File: src/rtl/matmul_apb_slave.sv
// Zero-wait-state APB3 completer for the matmul core: control/flag registers, operand row
// forwarding and scratchpad read-back. Optional error response: MATMUL_APB_SLVERR_EN.
module matmul_apb_slave #(
    parameter int DATA_WIDTH  = 8,
    parameter int BUS_WIDTH   = 32,
    parameter int ADDR_WIDTH  = 16,
    parameter int MAX_DIM     = 4,
    parameter int SP_NTARGETS = 4
) (
    input  logic                              clk,
    input  logic                              rst,
    input  logic                              psel,
    input  logic                              penable,
    input  logic                              pwrite,
    input  logic [ADDR_WIDTH-1:0]             paddr,
    input  logic [BUS_WIDTH-1:0]              pwdata,
    input  logic [MAX_DIM-1:0]                pstrb,
    output logic [BUS_WIDTH-1:0]              prdata,
    output logic                              pready,
    output logic                              pslverr,
    output logic                              done,
    output logic                              start_o,
    output logic [BUS_WIDTH-1:0]              ctrl_o,
    output logic                              op_we_o,
    output logic                              op_sel_o,
    output logic [$clog2(MAX_DIM)-1:0]        op_row_o,
    output logic [MAX_DIM*DATA_WIDTH-1:0]     op_wdata_o,
    output logic [MAX_DIM-1:0]                op_be_o,
    output logic                              sp_re_o,
    output logic [$clog2(SP_NTARGETS)-1:0]    sp_sel_o,
    output logic [$clog2(MAX_DIM*MAX_DIM)-1:0] sp_idx_o,
    input  logic [BUS_WIDTH-1:0]              sp_rdata_i,
    input  logic                              core_done_i
);
    localparam int ROW_W = $clog2(MAX_DIM);
    localparam int IDX_W = $clog2(MAX_DIM*MAX_DIM);
    localparam int SEL_W = $clog2(SP_NTARGETS);

    typedef enum logic [1:0] {IDLE, SETUP, ACCESS} state_e;
    typedef enum logic [2:0] {R_CTRL, R_A, R_B, R_FLAGS, R_SP, R_ILL} region_e;

    state_e               state_q, state_d;
    region_e              region_s;
    logic                 busy_q, busy_d;
    logic                 done_q, done_d;
    logic                 start_q, start_d;
    logic [BUS_WIDTH-1:0] ctrl_q, ctrl_d;
    logic [BUS_WIDTH-1:0] prdata_q, prdata_d;
    logic                 access_s, wr_s, rd_s;
    logic                 unused_s;

    assign unused_s = ^paddr[ADDR_WIDTH-1:9];

    // Region decode from the low address bits
    always_comb begin
        region_s = R_ILL;
        case (paddr[4:0])
            5'd0:                       region_s = R_CTRL;
            5'd4:                       region_s = R_A;
            5'd8:                       region_s = R_B;
            5'd12:                      region_s = R_FLAGS;
            5'd16, 5'd20, 5'd24, 5'd28: region_s = R_SP;
            default:                    region_s = R_ILL;
        endcase
    end

    // Bus phase tracker; a transfer is only honoured after a genuine SETUP cycle
    always_comb begin
        state_d = state_q;
        case (state_q)
            IDLE:    state_d = (psel && !penable) ? SETUP : IDLE;
            SETUP: begin
                if (psel && penable) begin
                    state_d = ACCESS;
                end else if (psel) begin
                    state_d = SETUP;
                end else begin
                    state_d = IDLE;
                end
            end
            ACCESS:  state_d = (psel && !penable) ? SETUP : IDLE;
            default: state_d = IDLE;
        endcase
    end

    assign access_s = (state_q == SETUP) && psel && penable && !rst;
    assign wr_s     = access_s && pwrite;
    assign rd_s     = access_s && !pwrite;

    assign op_we_o    = wr_s && !busy_q && ((region_s == R_A) || (region_s == R_B));
    assign op_sel_o   = (region_s == R_B);
    assign op_row_o   = paddr[5 +: ROW_W];
    assign op_wdata_o = pwdata;
    assign op_be_o    = pstrb;
    assign sp_re_o    = !rst && psel && !penable && !pwrite && (region_s == R_SP);
    assign sp_sel_o   = paddr[2 +: SEL_W];
    assign sp_idx_o   = paddr[5 +: IDX_W];

    // Register updates; an accepted start overrides a stray completion pulse while idle
    always_comb begin
        busy_d   = busy_q;
        done_d   = done_q;
        start_d  = 1'b0;
        ctrl_d   = ctrl_q;
        prdata_d = prdata_q;
        if (core_done_i) begin
            busy_d = 1'b0;
            done_d = 1'b1;
        end else begin
            busy_d = busy_q;
        end
        if (wr_s && (region_s == R_CTRL) && !busy_q) begin
            ctrl_d = {pwdata[BUS_WIDTH-1:1], 1'b0};
            if (pwdata[0]) begin
                start_d = 1'b1;
                busy_d  = 1'b1;
                done_d  = 1'b0;
            end else begin
                start_d = 1'b0;
            end
        end else begin
            ctrl_d = ctrl_q;
        end
        if (rd_s) begin
            case (region_s)
                R_CTRL:  prdata_d = ctrl_q;
                R_FLAGS: prdata_d = {{(BUS_WIDTH-2){1'b0}}, busy_q, done_q};
                R_SP:    prdata_d = sp_rdata_i;
                default: prdata_d = {BUS_WIDTH{1'b0}};
            endcase
        end else begin
            prdata_d = prdata_q;
        end
    end

`ifdef MATMUL_APB_SLVERR_EN
    logic err_s;

    // Error classification of the current transfer
    always_comb begin
        err_s = 1'b0;
        case (region_s)
            R_CTRL:  err_s = pwrite && busy_q;
            R_A,
            R_B:     err_s = !pwrite || busy_q;
            R_FLAGS,
            R_SP:    err_s = pwrite;
            default: err_s = 1'b1;
        endcase
    end

    assign pslverr = access_s && err_s;
`else
    assign pslverr = 1'b0;
`endif

    // State registers with synchronous reset
    always_ff @(posedge clk) begin
        if (rst) begin
            state_q  <= IDLE;
            busy_q   <= 1'b0;
            done_q   <= 1'b0;
            start_q  <= 1'b0;
            ctrl_q   <= {BUS_WIDTH{1'b0}};
            prdata_q <= {BUS_WIDTH{1'b0}};
        end else begin
            state_q  <= state_d;
            busy_q   <= busy_d;
            done_q   <= done_d;
            start_q  <= start_d;
            ctrl_q   <= ctrl_d;
            prdata_q <= prdata_d;
        end
    end

    assign prdata  = prdata_q;
    assign pready  = 1'b1;
    assign done    = done_q;
    assign start_o = start_q;
    assign ctrl_o  = ctrl_q;
endmodule

File: config.mk
export PLATFORM = sky130hd
export DESIGN_NAME = matmul_apb_slave
export DESIGN_NICKNAME = d
export VERILOG_FILES = /design/src/rtl/matmul_apb_slave.sv
export SDC_FILE = /design/constraint.sdc
export NUM_CORES = 1
export LEC_CHECK = 0
export ABC_AREA = 1
export CAP_MARGIN = 20
export CORE_UTILIZATION = 41
export DETAILED_ROUTE_END_ITERATION = 10
export PLACE_DENSITY_LB_ADDON = 0.12
export SETUP_SLACK_MARGIN = 0.1
export SLEW_MARGIN = 20
export SYNTH_ARGS = -nofsm -noshare
export SYNTH_HDL_FRONTEND = slang
export SYNTH_SLANG_ARGS = --single-unit
File: constraint.sdc
create_clock -name clk -period 2.4 [get_ports clk]
set_clock_uncertainty 0.1 [all_clocks]
set_input_delay 0.48 -clock clk [delete_from_list [all_inputs] [get_ports clk]]
set_output_delay 0.48 -clock clk [all_outputs]
set_load 0.05 [all_outputs]
==> run_results.csv <==
group,metric,value,unit
synth,synthAdderAreaFrac,0,%
timing,finalCriticalPeriod,2.25,ns
power_and_ir_drop,total_power,2.59,mW
synth,synth_cell_types,26,
timing,worst_pin_slew,0.757,ns
clock_tree,cts_buffers,9,
route,first_pass_iters,4,
setup_path,worstPathArrival,1.67,ns
clock_tree,clkTransAtPathRegs,0.07,ns
setup_path,worstSetupPathType,"in -> out",
global_route,grt_pass1_wl,16100,um
setup_path,worst_ep_required_time,1.82,ns
synth,yosys.area_share.simple,33.0,%
layout,area_growth,61.3,%
power_and_ir_drop,switching_share,26.3,%
synth,synth_mux_area_share,0,%
floorplan,core_area,8180,sq um
power_and_ir_drop,p_clk_share,37.0,%
global_route,groute.usage.overall,23.9,%
global_route,overflow,0,
synth,synth-compound-area-share,9.78,%
synth,syn_inst,473,
clock_tree,cts_buffer_depth,2,
synth,ys_seq_area_share,39.4,%
synth,ys_warn_count,0,
global_route,met1_usage,28.6,%
floorplan,ios,205,
setup_path,r2r_cells,9,
clock_tree,clk_latency,0.34,ns
floorplan,fp.dieH,93.8,um
power_and_ir_drop,p_leak,2.33,nW
route,routed_wl,10100,um
clock_tree,cts.sinks,68,
floorplan,num_rows,33,
hold_path,min_path_type,"reg -> reg",
setup_path,cp.depth,9,
synth,synth_top_family_by_area,"simple AND/OR/NAND/NOR gates",
flow_run,max_cap_viol_count,0,
setup_path,rrSetupSlack,0.79,ns
layout,utilization,68.2,%
route,post_drt_wl_per_cell,14.2,um
layout,layout-drive-gt1-share,19.9,%
clock_tree,cts_max_level,3,
clock_tree,tritoncts,"done",
layout,final_cells,714,
timing,slew_headroom,49.5,%
timing,maxSlewViolCount,0,
synth,syn_area_per_cell,7.30,sq um
layout,final_nets,694,
setup_path,cp_max_fo,2,
setup_path,path_delay_family,"buffers and inverters",
power_and_ir_drop,power.density,465,nW/um^2
power_and_ir_drop,seq_power_share,43.7,%
timing,hold_viol_final,0,
timing,rsz0062_at_grt,"false",
placed_design,port_buffers,176,
floorplan,die_w,93.8,um
global_route,grt_util_met3,8.17,%
layout,antenna_cells,0,
hold_path,holdPathStages,1,
setup_path,critPathLaunchType,"input port",
synth,ys_ff_latch,68,
route,num_vias,3414,
route,first_iter_violations,104,
outcome,status,"finished, final reports clean",
route,ant_nets,0,
clock_tree,hold_buffers,0,
route,vias_per_cell,4.78,
synth,synth-xor-area-share,0,%
placed_design,dp_cells,696,
setup_path,path_cells,"clkdlybuf4s50_1 > nand2_1 > nor2_2 > nand2_2 > inv_4 > nand2_4 > inv_2 > o21a_4 > buf_12",
global_route,grt_pass1_vias,3266,
clock_tree,cts-root-buf,"clkbuf_8",
setup_path,cp_slowest_stage_delay,0.47,ns
global_route,grt_max_degree,34,
placed_design,routabilityCongestion,0.825,
power_and_ir_drop,switchingPower,0.682,mW
global_route,antenna_found_initial,0,
power_and_ir_drop,p_comb_share,19.3,%
placed_design,post-dp-hpwl,7460,um
setup_path,crit_path_end_kind,"output port",
route,drc_errors,0,
power_and_ir_drop,intPower,1.91,mW
floorplan,initial_core_util,42.2,%
timing,fmax,444,MHz
setup_path,cp_num_buf_inv,4,
global_route,grtUsageMet2,40.1,%
floorplan,dieArea,8790,sq um
timing,finalCritPeriodShare,93.8,%
synth,syn-cell-area,3450,sq um
timing,finalSetupViolations,0,
power_and_ir_drop,peakVddDrop,332,uV
global_route,grt_busiest_layer,"met2",
setup_path,crit_slowest_cell,"clkdlybuf4s50_1",
-- routing by layer --
metal  wire (um)  share of wire [%]
met2        5090                 50
met4          89               0.88
met5           0                  0
met3         834                8.2
met1        4130                 41
-- state kept, by name (all words and copies together) (netlist names) --
signal,flops
state_q,2
ctrl_o,31
prdata,32
busy_q,1
start_o,1
done,1
-- per-stage QoR --
step / TNS [ns] / hold slack (ns) / worst slack [ns] / area (sq um)
after global placement: 0 / 0.318 / 0.0415 / 5320
after detailed placement: -0.0122 / 0.327 / -0.00912 / 5320
after floorplan: 0 / 0.308 / 0.116 / 3470
after CTS: 0 / 0.338 / 0.101 / 5550
after global routing: 0 / 0.366 / 0.101 / 5570
final: 0 / 0.341 / 0.149 / 5570
-- cell families after synthesis --
family                 count (synthesis)
AO/OA/AOI/OAI                         67
flip-flops                            68
buffers and inverters                 88
other                                  2
AND/OR/NAND/NOR                      248
-- path summary, 6_finish.rpt --
check / startpoint / end
worst max-delay path: penable / op_we_o
worst min-delay path: state_q[0] / state_q[0]
worst max register to register: state_q[0] / ctrl_o[10]
worst min register to register: state_q[0] / state_q[0]
-- power groups by stage --
| stage | logic [mW] | registers, mW | clock network [mW] |
|---|---|---|---|
| after global routing | 0.522 | 1.13 | 1.04 |
| after CTS | 0.503 | 1.13 | 0.990 |
| after floorplan | 0.285 | 1.16 | 0 |
| final | 0.500 | 1.13 | 0.960 |
| after detailed placement | 0.499 | 1.16 | 0 |
| after global placement | 0.496 | 1.16 | 0 |
-- cells in the final DEF (no fill, tap or decap) --
| master | instances |
|---|---|
| o21ai_1 | 10 |
| conb_1 | 3 |
| dlygate4sd2_1 | 4 |
| nand2_4 | 1 |
| o21a_4 | 1 |
| nor3_4 | 1 |
| nor2_4 | 3 |
| bufinv_16 | 1 |
| buf_4 | 16 |
| nor4_2 | 1 |
| clkinv_2 | 2 |
| buf_12 | 39 |
| nor2_8 | 1 |
| nor2_1 | 45 |
| inv_1 | 7 |
| clkbuf_1 | 1 |
| nand2_2 | 3 |
| a21oi_1 | 34 |
| nand3b_1 | 1 |
| nand3_1 | 24 |
| inv_4 | 1 |
| inv_2 | 5 |
| nand3_2 | 9 |
| clkinvlp_4 | 1 |
| dlymetal6s2s_1 | 3 |
| o21ai_0 | 22 |
| nor2_2 | 24 |
| nand2_1 | 134 |
| dfxtp_1 | 68 |
| clkbuf_8 | 11 |
| clkdlybuf4s50_1 | 132 |
| nand4_4 | 1 |
-- Yosys cell counts --
cell type / number / share of area [%]
nand2_1: 135 / 15
dfxtp_1: 68 / 39
buf_4: 50 / 11
nor2_1: 48 / 5.2
a21oi_1: 34 / 4.9
nand3_1: 24 / 3.5
nor2_2: 22 / 4.0
o21ai_0: 22 / 3.2
buf_6: 10 / 3.3
inv_1: 10 / 1.1
o21ai_1: 10 / 1.4
buf_2: 9 / 1.3
nand3_2: 9 / 2.6
clkbuf_1: 6 / 0.65
conb_1: 2 / 0.22
inv_2: 2 / 0.22
nand2_2: 2 / 0.36
nor2_4: 2 / 0.65
clkinv_2: 1 / 0.14
nand2_4: 1 / 0.33
nand3b_1: 1 / 0.22
nand4_4: 1 / 0.62
nor2_8: 1 / 0.58
nor3_1: 1 / 0.14
nor4_1: 1 / 0.18
o21a_1: 1 / 0.22
-- repair_timing --
item,CTS,global route
gates cloned,0,0
pin swaps,2,3
endpoints found under the setup margin,3,1
buffers inserted,1,1
gates resized for setup,10,7
-- worst register-to-register path: stages, from the launching register on --
cell,delay [ns]
dfxtp_1,0.31
inv_1,0.06
nor2_2,0.04
nand2_2,0.10
inv_4,0.04
nand2_4,0.08
nor2_8,0.04
inv_2,0.55
nor2_1,0.09
nor2_1,0.13
-- cell type report --
class,count,area [sq um]
timing repair buffer,194,2290
fill,703,2600
inverter,13,51.3
sequential,68,1360
clock buffer,12,155
tap,105,131
clock inverter,4,47.5
multi-input combinational,318,1530
No activity file was read; power rests on OpenSTA's default activity.
